**config.mk**
```make
export PLATFORM = sky130hd
export DESIGN_NAME = bsg_cgol_ctrl_flat
export DESIGN_NICKNAME = d
export VERILOG_FILES = /design/src/rtl/bsg_cgol_ctrl_if.sv /design/src/rtl/bsg_cgol_ctrl.sv /design/src/flat_wrapper.sv
export SDC_FILE = /design/constraint.sdc
export NUM_CORES = 1
export LEC_CHECK = 0
export ABC_CLOCK_PERIOD_IN_PS = 1900
export CAP_MARGIN = 10
export CORE_MARGIN = 5
export CORE_UTILIZATION = 38
export CTS_CLUSTER_DIAMETER = 200
export DETAILED_ROUTE_END_ITERATION = 6
export PLACE_DENSITY = 0.81
export SYNTH_ARGS = -nofsm -noshare
export SYNTH_HDL_FRONTEND = slang
export SYNTH_SLANG_ARGS = --single-unit
```
**constraint.sdc**
```tcl
create_clock -name clk_i -period 1.9 [get_ports clk_i]
set_input_delay 0.38 -clock clk_i [delete_from_list [all_inputs] [get_ports clk_i]]
set_output_delay 0.38 -clock clk_i [all_outputs]
set_load 0.05 [all_outputs]
```
**src/rtl/bsg_cgol_ctrl_if.sv**
```systemverilog
// Host-side job channel of the Game-of-Life controller: board/frame-count request
// (valid/ready) and final-board response (valid/yumi).
interface bsg_cgol_ctrl_if #(
   parameter int board_width_p  = 8,
   parameter int frames_width_p = 16
);
   localparam int cells_lp = board_width_p * board_width_p;

   logic [cells_lp-1:0]       data_i;
   logic [frames_width_p-1:0] frames_i;
   logic                      v_i;
   logic                      ready_o;
   logic [cells_lp-1:0]       data_o;
   logic                      v_o;
   logic                      yumi_i;

   // master = host/FIFO side, slave = controller
   modport master (
      output data_i, frames_i, v_i, yumi_i,
      input  ready_o, data_o, v_o
   );

   modport slave (
      input  data_i, frames_i, v_i, yumi_i,
      output ready_o, data_o, v_o
   );
endinterface

```
**src/rtl/bsg_cgol_ctrl.sv**
```systemverilog
// Game-of-Life sequencer: loads a board into the cell array, runs N generations, returns the result.
// Optional macro BSG_CGOL_CTRL_STEP_DIV_EN spaces en_o pulses step_div_p cycles apart.
module bsg_cgol_ctrl #(
   parameter int board_width_p  = 8,
   parameter int frames_width_p = 16,
   parameter int step_div_p     = 4
) (
   input  logic                                     clk_i,
   input  logic                                     reset_n_i,
   bsg_cgol_ctrl_if.slave                           host_if,
   output logic                                     update_o,
   output logic [board_width_p*board_width_p-1:0]   update_val_o,
   output logic                                     en_o,
   input  logic [board_width_p*board_width_p-1:0]   cells_i,
   output logic [frames_width_p-1:0]                gen_cnt_o
);

   localparam int cells_lp = board_width_p * board_width_p;

   if (step_div_p < 2 || step_div_p > 256) begin : g_bad_div
      $error("bsg_cgol_ctrl: step_div_p must be within 2..256");
   end

   typedef enum logic [1:0] {
      ST_IDLE,
      ST_LOAD,
      ST_SIM,
      ST_DONE
   } state_e;

   state_e                     r_state;
   state_e                     w_state_nxt;
   logic                       r_ready;
   logic                       r_update;
   logic                       r_en;
   logic                       r_v;
   logic [cells_lp-1:0]        r_update_val;
   logic [frames_width_p-1:0]  r_remain;
   logic [frames_width_p-1:0]  r_gen;
   logic                       w_accept;
   logic                       w_last;
   logic                       w_en_nxt;

   assign w_accept = host_if.v_i & r_ready;
   assign w_last   = (r_remain == frames_width_p'(1));

   // NOTE: combinational blocks assign every output a default first so no path infers a latch.
   always_comb begin
      w_state_nxt = r_state;
      case (r_state)
         ST_IDLE: if (w_accept) w_state_nxt = ST_LOAD;
         ST_LOAD: w_state_nxt = (r_remain == '0) ? ST_DONE : ST_SIM;
         ST_SIM:  if (r_en && w_last) w_state_nxt = ST_DONE;
         ST_DONE: if (host_if.yumi_i) w_state_nxt = ST_IDLE;
         default: w_state_nxt = ST_IDLE;
      endcase
   end

`ifdef BSG_CGOL_CTRL_STEP_DIV_EN
   localparam int                   presc_w_lp    = $clog2(step_div_p);
   localparam logic [presc_w_lp-1:0] presc_last_lp = presc_w_lp'(step_div_p - 1);

   logic [presc_w_lp-1:0] r_presc;
   logic [presc_w_lp-1:0] w_presc_nxt;

   // Prescaler restarts from 0 on every SIM entry; the pulse lands on its terminal count.
   always_comb begin
      w_presc_nxt = '0;
      if (r_state == ST_SIM && w_state_nxt == ST_SIM) begin
         w_presc_nxt = (r_presc == presc_last_lp) ? '0 : r_presc + presc_w_lp'(1);
      end
   end

   assign w_en_nxt = (w_state_nxt == ST_SIM) && (w_presc_nxt == presc_last_lp);
`else
   assign w_en_nxt = (w_state_nxt == ST_SIM);
`endif

   // NOTE: sequential state uses non-blocking assignments so every flop samples pre-edge values.
   always_ff @(posedge clk_i or negedge reset_n_i) begin
      if (!reset_n_i) begin
         r_state      <= ST_IDLE;
         r_ready      <= 1'b0;
         r_update     <= 1'b0;
         r_en         <= 1'b0;
         r_v          <= 1'b0;
         r_update_val <= '0;
         r_remain     <= '0;
         r_gen        <= '0;
`ifdef BSG_CGOL_CTRL_STEP_DIV_EN
         r_presc      <= '0;
`endif
      end else begin
         r_state  <= w_state_nxt;
         r_ready  <= (w_state_nxt == ST_IDLE);
         r_update <= (w_state_nxt == ST_LOAD);
         r_v      <= (w_state_nxt == ST_DONE);
         r_en     <= w_en_nxt;
`ifdef BSG_CGOL_CTRL_STEP_DIV_EN
         r_presc  <= w_presc_nxt;
`endif
         if (w_accept) begin
            r_update_val <= host_if.data_i;
            r_remain     <= host_if.frames_i;
            r_gen        <= '0;
         end else if (r_en) begin
            // r_en is only ever high while r_remain >= 1, so the decrement cannot wrap
            r_remain <= r_remain - frames_width_p'(1);
            if (r_gen != '1) r_gen <= r_gen + frames_width_p'(1);
         end
      end
   end

   assign host_if.ready_o = r_ready;
   assign host_if.v_o     = r_v;
   assign host_if.data_o  = r_v ? cells_i : '0;
   assign update_o        = r_update;
   assign update_val_o    = r_update_val;
   assign en_o            = r_en;
   assign gen_cnt_o       = r_gen;

endmodule

```
**src/flat_wrapper.sv**
```systemverilog
// flat-port wrapper written by rule: the top's interface ports become plain ports
module bsg_cgol_ctrl_flat 
#(
   parameter int board_width_p  = 8,
   parameter int frames_width_p = 16,
   parameter int step_div_p     = 4
)
  (clk_i, reset_n_i, update_o, update_val_o, en_o, cells_i, gen_cnt_o, host_if_data_i, host_if_frames_i, host_if_v_i, host_if_yumi_i, host_if_ready_o, host_if_data_o, host_if_v_o);
  bsg_cgol_ctrl_if #(.board_width_p(board_width_p), .frames_width_p(frames_width_p)) host_if_i ();
  input  logic clk_i;
  input  logic reset_n_i;
  output logic update_o;
  output logic [board_width_p*board_width_p-1:0] update_val_o;
  output logic en_o;
  input  logic [board_width_p*board_width_p-1:0] cells_i;
  output logic [frames_width_p-1:0] gen_cnt_o;
  input wire logic [$bits(host_if_i.data_i)-1:0] host_if_data_i;
  input wire logic [$bits(host_if_i.frames_i)-1:0] host_if_frames_i;
  input wire logic [$bits(host_if_i.v_i)-1:0] host_if_v_i;
  input wire logic [$bits(host_if_i.yumi_i)-1:0] host_if_yumi_i;
  output wire logic [$bits(host_if_i.ready_o)-1:0] host_if_ready_o;
  output wire logic [$bits(host_if_i.data_o)-1:0] host_if_data_o;
  output wire logic [$bits(host_if_i.v_o)-1:0] host_if_v_o;
  assign host_if_i.data_i = host_if_data_i;
  assign host_if_i.frames_i = host_if_frames_i;
  assign host_if_i.v_i = host_if_v_i;
  assign host_if_i.yumi_i = host_if_yumi_i;
  assign host_if_ready_o = host_if_i.ready_o;
  assign host_if_data_o = host_if_i.data_o;
  assign host_if_v_o = host_if_i.v_o;
  bsg_cgol_ctrl #(.board_width_p(board_width_p), .frames_width_p(frames_width_p), .step_div_p(step_div_p)) u_core (.clk_i(clk_i), .reset_n_i(reset_n_i), .host_if(host_if_i), .update_o(update_o), .update_val_o(update_val_o), .en_o(en_o), .cells_i(cells_i), .gen_cnt_o(gen_cnt_o));
endmodule
```
==> flow_results.org, run 1 <==
** STA
- For this run, the top clock speed supported by timing is approximately 550 MHz.
- Max transition margin :: approximately two thirds
- The total count of hold-check failures in the final report is 0.
- Number of max-slew violations in the final report :: 0
- Setup slack on the critical path of the routed design comes to approximately 0.095 ns.
- Shortest period the worst path allows :: approximately 1.8 ns
- Final setup viols :: 0
- Worst clock skew :: 0.00727 ns
- The tightest hold path in the finished design has a slack of roughly 0.47 ns.
- For the pin with the worst max-slew slack, the measured transition is ~0.53 ns.
- Final critical-path share of the clock period :: 95.0%

** Floorplanning
- Top Ports :: 296
- Total Die Area :: 15400 um2
- The die is about 120 um wide.
- Once the floorplan was initialized, standard cells occupied 38.9% of the core.
- The floorplan step set the die height to about 120 um.
- After floorplanning, the core was divided into a little over 40 placement rows.
- Placeable core region :: 12700 um2

** Yosys
- In this run, synthesis produced a sequential element count of 102.
- Syn. warnings :: 0
- Share of synthesized registers carrying an async set or reset :: 100%
- Synth area leader :: sky130_fd_sc_hd__dfrtp_1
- Synthesized area :: slightly below 5000 um2
- For this run, the register share of the synthesized area comes to 51.6%.
- In this run the biggest area consumer among cell types represents 51.6% of the synthesized area.
- Most instantiated cells after synthesis :: sky130_fd_sc_hd__nand2_1 (226), sky130_fd_sc_hd__dfrtp_1 (102), sky130_fd_sc_hd__and2_1 (67)
- Top_reg_cell synth :: sky130_fd_sc_hd__dfrtp_1
- Synthesis produced 570 cells.
- Syn_area_per_cell :: slightly below 9 um2
- After synthesis, the cell types taking the most area are sky130_fd_sc_hd__dfrtp_1 (52%), sky130_fd_sc_hd__nand2_1 (17%), sky130_fd_sc_hd__and2_1 (8.5%).
- Post-synth EDFFs :: 0
- Number of distinct library cells after synthesis :: 48
- The most common cell in the synthesized netlist is sky130_fd_sc_hd__nand2_1.
- The number of nets in the synthesized netlist is about 720.

** Power
- Worst vdd rail ir drop :: ~0.00037 V
- Leakage dissipation :: 4.46 nW
- In this run switching power makes up 20.5% of total power.
- After layout, the design draws a total of 4.36 mW.
- Registers are responsible for 49.7% of the overall power.
- Pint :: 3.47 mW
- Switching power :: 0.895 mW
- The clock network burns a little over two fifths of the power.
- In this run, the combinational gates consume 8.1% of the power.
- In this run the power density over the cells is 479 nW/um2.

** Global routing
- Met2 global-route usage :: a little over two fifths
- Met1 capacity usage during global routing :: 25.0%
- The via count of the first global-routing pass was 5336.
- The first global-routing pass estimated approximately 28000 um of wire.
- GRT Resource Usage Total :: 23.5%
- Most Used Layer, Global Route :: met2
- Maximum number of pins on one net before global-route repair :: 66
- The number of antenna violations at the first check in global routing was 0.
- Met3 track demand over resource in global routing :: 8.49%
- Summed over all layers, the global routing overflow is 0.

** Final layout
- Combined area of the multi-input logic cells :: 2340 um2
- Summing all flip-flop and latch instances after layout gives between 2000 and 3000 um2.
- Fillers :: 920
- After the last flow step, the layout net total stands at 1019.
- P&R area growth vs syn :: 83.9%
- Post-layout utilization of the core :: 71.6%
- Cells with a size suffix above 1 make up 26.5% of the layout.
- The repair_antennas step left the layout with diodes totalling 0.

** Setup path
- Data required time of the worst path :: 2.16 ns
- STA classifies the critical path endpoint as a register.
- Of all nets on the critical path, the largest fanout is 9.
- The critical path is of the reg2reg type.
- The setup check on the worst reg-to-reg path leaves a slack of 0.1 ns.
- Type of element launching the critical path :: register
- Data on the critical path arrives at its endpoint at roughly 2.1 ns.

** Drt
- Final Routed Wirelength :: 18400 um
- Initial DRC count :: 209
- After detailed routing, the average wire length per cell comes to 17.7 um.
- Mean number of vias per cell :: 4.90
- Count of antenna-violating nets left after detailed routing :: 0
- The first TritonRoute pass finished after 5 iterations.
- DR DRC count :: 0
- The detailed router placed 5112 vias in this run.

** Clock tree
- Maximum clock path buffer count :: 2
- The later pin in the worst-skew pair is clocked with a latency of 0.34 ns.
- The clock tree synthesis step divided the H-tree into 3 levels.
- Cell chosen for the clock root :: sky130_fd_sc_hd__clkbuf_16
- Clock tree synthesis found a total of about 100 sinks.
- TritonCTS created 9 clock buffers.
- CTS tree :: yes
- Clock slew at the register clock pins of the worst setup and hold paths :: ~0.070 ns

** Placed design
- In this run the tool buffered the top-level ports with 295 buffer cells.
- The congestion estimate from routability-driven global placement came to 0.847.
- The wire-length estimate of the detail-placed layout is around 15000 um.
- Worst setup slack after placement :: -0.0914 ns

** Job
- Max cap viols :: 0

** Outcome
- The flow ran to the end, and the final reports show no timing, DRC or antenna violations.

** Hold path
- In this run the worst hold path is classified as reg2reg.
critical path, stage by stage, from the launching register on:
cell and delay, ns:
sky130_fd_sc_hd__dfrtp_2 0.43, sky130_fd_sc_hd__ha_1 0.23, sky130_fd_sc_hd__and2_1 0.21, sky130_fd_sc_hd__and3_1 0.30, sky130_fd_sc_hd__a211oi_1 0.33, sky130_fd_sc_hd__mux2i_1 0.22
what timing repair did:
| action | 4_1_cts | 5_1_grt |
|---|---|---|
| resized for setup | 19 | 10 |
| pin swaps | 0 | 1 |
| setup buffers | 0 | 2 |
| hold buffers | 1 | 0 |
| endpoints found under the setup margin | 19 | 11 |
| hold endpoints to repair | 24 | 0 |
through the flow:
step | instance area (um2) | setup TNS, ns | std cells
3_3_place_gp | 8780 | -0.131 | 1025
2_1_floorplan | 5030 | -0.0238 | 570
4_1_cts | 9070 | 0 | 1042
6_report | 9100 | 0 | 1044
5_1_grt | 9100 | -0.0138 | 1044
3_5_place_dp | 8780 | -0.417 | 1025
worst paths after layout:
| kind | from | to | cells past startpoint |
|---|---|---|---|
| worst min register to register | u_core.update_val_o[9] | u_core.update_val_o[9] | 2 |
| worst min-delay path | u_core.update_val_o[9] | u_core.update_val_o[9] | 2 |
| min in group asynchronous | reset_n_i | u_core.update_val_o[28] | 2 |
| max in group asynchronous | reset_n_i | u_core.gen_cnt_o[6] | 3 |
| worst max register to register | u_core.gen_cnt_o[0] | u_core.gen_cnt_o[5] | 5 |
| worst max-delay path | u_core.gen_cnt_o[0] | u_core.gen_cnt_o[5] | 5 |
cells by family after synthesis:
| group | count (synthesis) | share of synthesized area, % |
|---|---|---|
| DFF | 102 | 51.6 |
| muxes | 5 | 1.01 |
| and+or+nand+nor | 356 | 34.7 |
| xor gates and xnor gates | 12 | 2.12 |
| buffers and inverters | 36 | 2.81 |
| AOI/OAI and AO/OA | 55 | 6.82 |
| adders and majority gates | 4 | 1.01 |
flip-flops by register name (all words and copies together) (netlist names):
| signal | flops |
|---|---|
| u_core.en_o | 1 |
| u_core.gen_cnt_o | 16 |
| u_core.host_if.ready_o | 1 |
| u_core.host_if.v_o | 1 |
| u_core.r_remain | 16 |
| u_core.r_state | 2 |
| u_core.update_o | 1 |
| u_core.update_val_o | 64 |
power by group through the flow:
stage                     clock network (mW)  logic, mW  registers (mW)
final                                   1.84      0.354            2.17
after detailed placement                   0      0.354            2.21
after global placement                     0      0.350            2.21
after CTS                               1.90      0.359            2.17
after global routing                    1.96      0.380            2.17
after floorplan                            0    0.00259            2.21
metal layers:
layer	part of all wire (%)	wire length [um]
met4	3.7	686
met5	0	0
met1	35	6390
met3	11	2110
met2	50	9260
final cells by class:
type | count | area share [%]
repair buffers | 316 | 40.3
flip-flops and latches | 102 | 28.1
multi-input cells | 432 | 25.7
clock buffers | 10 | 2.51
well taps | 172 | 2.36
clock inverters | 6 | 0.783
inverters | 6 | 0.247
layout by cell type, fill, tap and decap left out, drive strengths merged, types with 4 or more instances in the layout:
cell	n
nand2	226
clkdlybuf4s50	146
buf	141
dfrtp	102
and2	68
o21ai	22
dlygate4sd2	19
clkbuf	10
nor3	10
a21oi	9
dlymetal6s2s	9
nor2	7
or3	7
inv	7
nand4	7
xor2	6
xnor2	6
nand2b	5
nand3	5
a211oi	5
mux2i	5
and3	4
a31oi	4
ha	4
No activity file was read; power rests on OpenSTA's default activity.
==> run 2, diff against run 1 <==
--- a/config.mk
+++ b/config.mk
@@ -11,6 +11,7 @@
 export CORE_UTILIZATION = 38
 export CTS_CLUSTER_DIAMETER = 200
 export DETAILED_ROUTE_END_ITERATION = 6
+export GPL_TIMING_DRIVEN = 0
 export PLACE_DENSITY = 0.81
 export SYNTH_ARGS = -nofsm -noshare
 export SYNTH_HDL_FRONTEND = slang
==> run 2 against run 1 <==
  * Via count down 1.7%
  * Highest routed layer unchanged
  * Largest power group unchanged
  * Hold slack worse by 0.41 ns
  * Utilization down 5.0 points
  * Combinational power about the same
  * Sequential share of layout area up 2.1 points
  * Largest cell class unchanged
  * Maximum frequency down 1.5%
  * Worst setup slack worse by 0.028 ns
  * Critical endpoint is now host_if_data_o[23]
  * First-iteration DRC count down 21%
  * Die area unchanged
  * Sequential power about the same
  * Global-route usage up 0.14 points
==> flow_results.org, run 2 (same netlist as run 1, synthesis figures left out) <==
** Global routing
- GRT Resource Usage Total :: 23.7%
- Via count of the first global-routing pass :: 5118
- The number of antenna violations at the first check in global routing came to 0.
- The first global-routing pass estimated 27600 um of wire.
- Entering global routing, the biggest net connects 55 pins.
- Residual overflow from global routing :: 0

** Final layout
- Leaving out fill and tap cells, the most frequent cell in the layout is sky130_fd_sc_hd__nand2_1.
- P&R area growth vs syn :: 71.0%
- In the layout the commonest cells are sky130_fd_sc_hd__nand2_1 (226), sky130_fd_sc_hd__clkdlybuf4s50_1 (146), sky130_fd_sc_hd__dfrtp_1 (100), sky130_fd_sc_hd__and2_2 (61), sky130_fd_sc_hd__dlygate4sd2_1 (58).
- Excluding fillers, the count of instances in the completed layout stands at 1054.
- Layout cell share with drive strength beyond 1 :: 19.7%
- The repair_antennas step left the layout with diodes totalling 0.
- Flip-flop count of the largest register, all copies and words added :: 64
- In the final design database the tool counted 1029 nets.
- Layout Cell Area excl Fill :: 8470 um2

** Placed design
- The congestion estimate from routability-driven global placement came to 0.875.
- Number of placed cells counting well taps :: 1038
- Cell area after placement :: 8220 um2
- Worst setup slack after placement :: -0.620 ns
- The count of buffers added on input and output ports is 295.
- HPWL after detailed placement :: around 15000 um

** Floorplanning
- Placeable core region :: ~13000 um2
- Row count :: slightly above 40
- Die span in y :: 124 um
- The die is between 100 and 150 um wide.
- around 300 I/O pins were placed.
- The die covers ~15000 um2.
- Initial core utilization :: 38.9%

** Setup path
- The startpoint identified for the worst register-to-register timing path is u_core.gen_cnt_o[0].
- Critical Path Sink Type :: output pin
- CP max stage delay :: 0.39 ns
- By instance count, the cell type seen most on the critical path is sky130_fd_sc_hd__clkbuf_4.
- The critical path in this run is classified as reg2out.
- Crit-path cells :: clkbuf_8, clkbuf_4, and2_2, clkbuf_4
- Counting cells, the worst reg-to-reg path comes to 6.
- CP arrival :: 1.45 ns
- Setup slack on the worst reg-to-reg path comes out at approximately 0.12 ns.
- On the critical path the largest part of the delay comes from buffers and inverters.
- Slowest CP cell :: sky130_fd_sc_hd__dfrtp_1
- FF-to-FF End :: u_core.gen_cnt_o[1]
- Type of element launching the critical path :: register
- Counting both buffers and inverters, the worst setup path holds a total of 3.
- Crit path from :: u_core.host_if.v_o
- Data required time of the worst path :: roughly 1.5 ns
- Crit Path Max Fanout :: 10

** Power
- Power density over the cells :: 536 nW/um2
- IR analysis of the VDD net gives a maximum drop of ~0.00043 V.
- In this run the static leakage power is 4.64 nW.
- Total power draw :: 4.53 mW

** Clock tree
- Count of H-tree levels built during CTS :: 3
- Clock-pin slew was measured on the worst setup and hold paths at roughly 0.070 ns.
- Setup Buffers After CTS :: 0
- Hold buffers post-CTS :: 0
- The root buffer cell chosen for the clock tree is sky130_fd_sc_hd__clkbuf_16.
- Clock latency on the worst-skew pair, taken at its later pin, is 0.34 ns.
- Total clock sinks :: 102
- TritonCTS built the clock tree.
- The clock passes through at most 2 buffers.
- Inserted Clock Buffers :: 9

** Drt
- DR DRC count :: 0
- Final Routed Wirelength :: 18600 um
- Average wire length per cell after detail routing :: around 18 um
- In this run the remaining antenna-violating nets after routing total 0.
- Initial DRC count :: 166
- Using the TritonRoute via totals, the vias-per-cell ratio works out to 4.77.
- Number of optimization iterations in the first detailed-route pass :: 4
- Total via count after detailed routing :: 5025

** Hold path
- The worst hold path belongs to the class in2async.

** STA
- Setup violations remaining at the end of the flow were counted as 0.
- Once routing completed, OpenROAD measured the worst setup slack at 0.0667 ns.
- Max transition margin :: between 50% and 60%
- On the final layout, the worst clock skew is 0.00701 ns.
- At the pin with the least slew margin, the transition time is 0.635 ns.
- Final critical-path share of the clock period :: ~96%
- Derived from the worst setup path, the maximum achievable clock frequency is 545 MHz.
- For the finished layout, the period the worst path requires is 1.83 ns.
- The final count of pins violating max slew is 0.
- The total count of hold-check failures in the final report came to 0.

** Outcome
- Outcome :: finished, final reports clean

** Job
- The tool flagged a number of max-cap violations equal to 0.
==> run 2: changes by cell type in the layout (fill, tap and decap cells not counted), moves of 4 or more <==
cell / delta
sky130_fd_sc_hd__dlymetal6s2s_1: +17
sky130_fd_sc_hd__clkbuf_2: +8
sky130_fd_sc_hd__dlygate4sd2_1: +39
sky130_fd_sc_hd__buf_4: -43
sky130_fd_sc_hd__clkbuf_1: +11
sky130_fd_sc_hd__buf_2: +5
sky130_fd_sc_hd__clkbuf_4: +33
sky130_fd_sc_hd__buf_6: +4
sky130_fd_sc_hd__buf_12: -69
==> run 2: where the power goes <==
group	internal [mW]	switching, mW
Clock	1.17	0.844
Sequential	2.17	0
Combinational	0.268	0.0856
Total	3.60	0.929
==> run 2: cell type report <==
class                      count  area [um2]
buffer                        30         155
clock buffer                  10         229
clock inverter                 6        95.1
fill                        1124        4260
inverter                       6        22.5
multi-input combinational    432        2370
sequential                   102        2550
tap                          172         215
timing repair buffer         296        2830
==> run 2: worst max-delay path by stage <==
| stage | endpoint | slack (ns) | depth (start not counted) |
|---|---|---|---|
| 6_report | host_if_data_o[23] | 0.07 | 4 |
| 5_1_grt | u_core.r_remain[14] | -0.008 | 6 |
| 4_1_cts | update_val_o[8] | 0.0005 | 1 |
| 3_5_place_dp | host_if_data_o[4] | -0.62 | 4 |
| 3_3_place_gp | u_core.gen_cnt_o[1] | -3.89 | 1 |
| 2_1_floorplan | u_core.gen_cnt_o[14] | -0.02 | 4 |
==> run 2: routing by layer <==
layer / up-vias / global-route usage [%] / share of wire (%)
li1: 2462 / - / -
met1: 2327 / 26.0 / 36
met2: 214 / 41.9 / 50
met3: 22 / 9.95 / 12
met4: 0 / 6.71 / 2.1
met5: - / 0 / 0
==> run 2: metrics by stage <==
step,setup TNS (ns),utilization [%],hold WS [ns]
4_1_cts,0,64.7,0.0739
3_3_place_gp,-424.54,64.4,0.457
3_5_place_dp,-67.08,64.6,0.446
5_1_grt,-0.0219,66.5,0.0989
6_report,0,66.5,0.0591
2_1_floorplan,-0.0238,-,0.0844
==> run 2: repair_timing <==
action / CTS / global route
pin swaps: 0 / 0
setup endpoints to repair: 163 / 146
resized for setup: 397 / 114
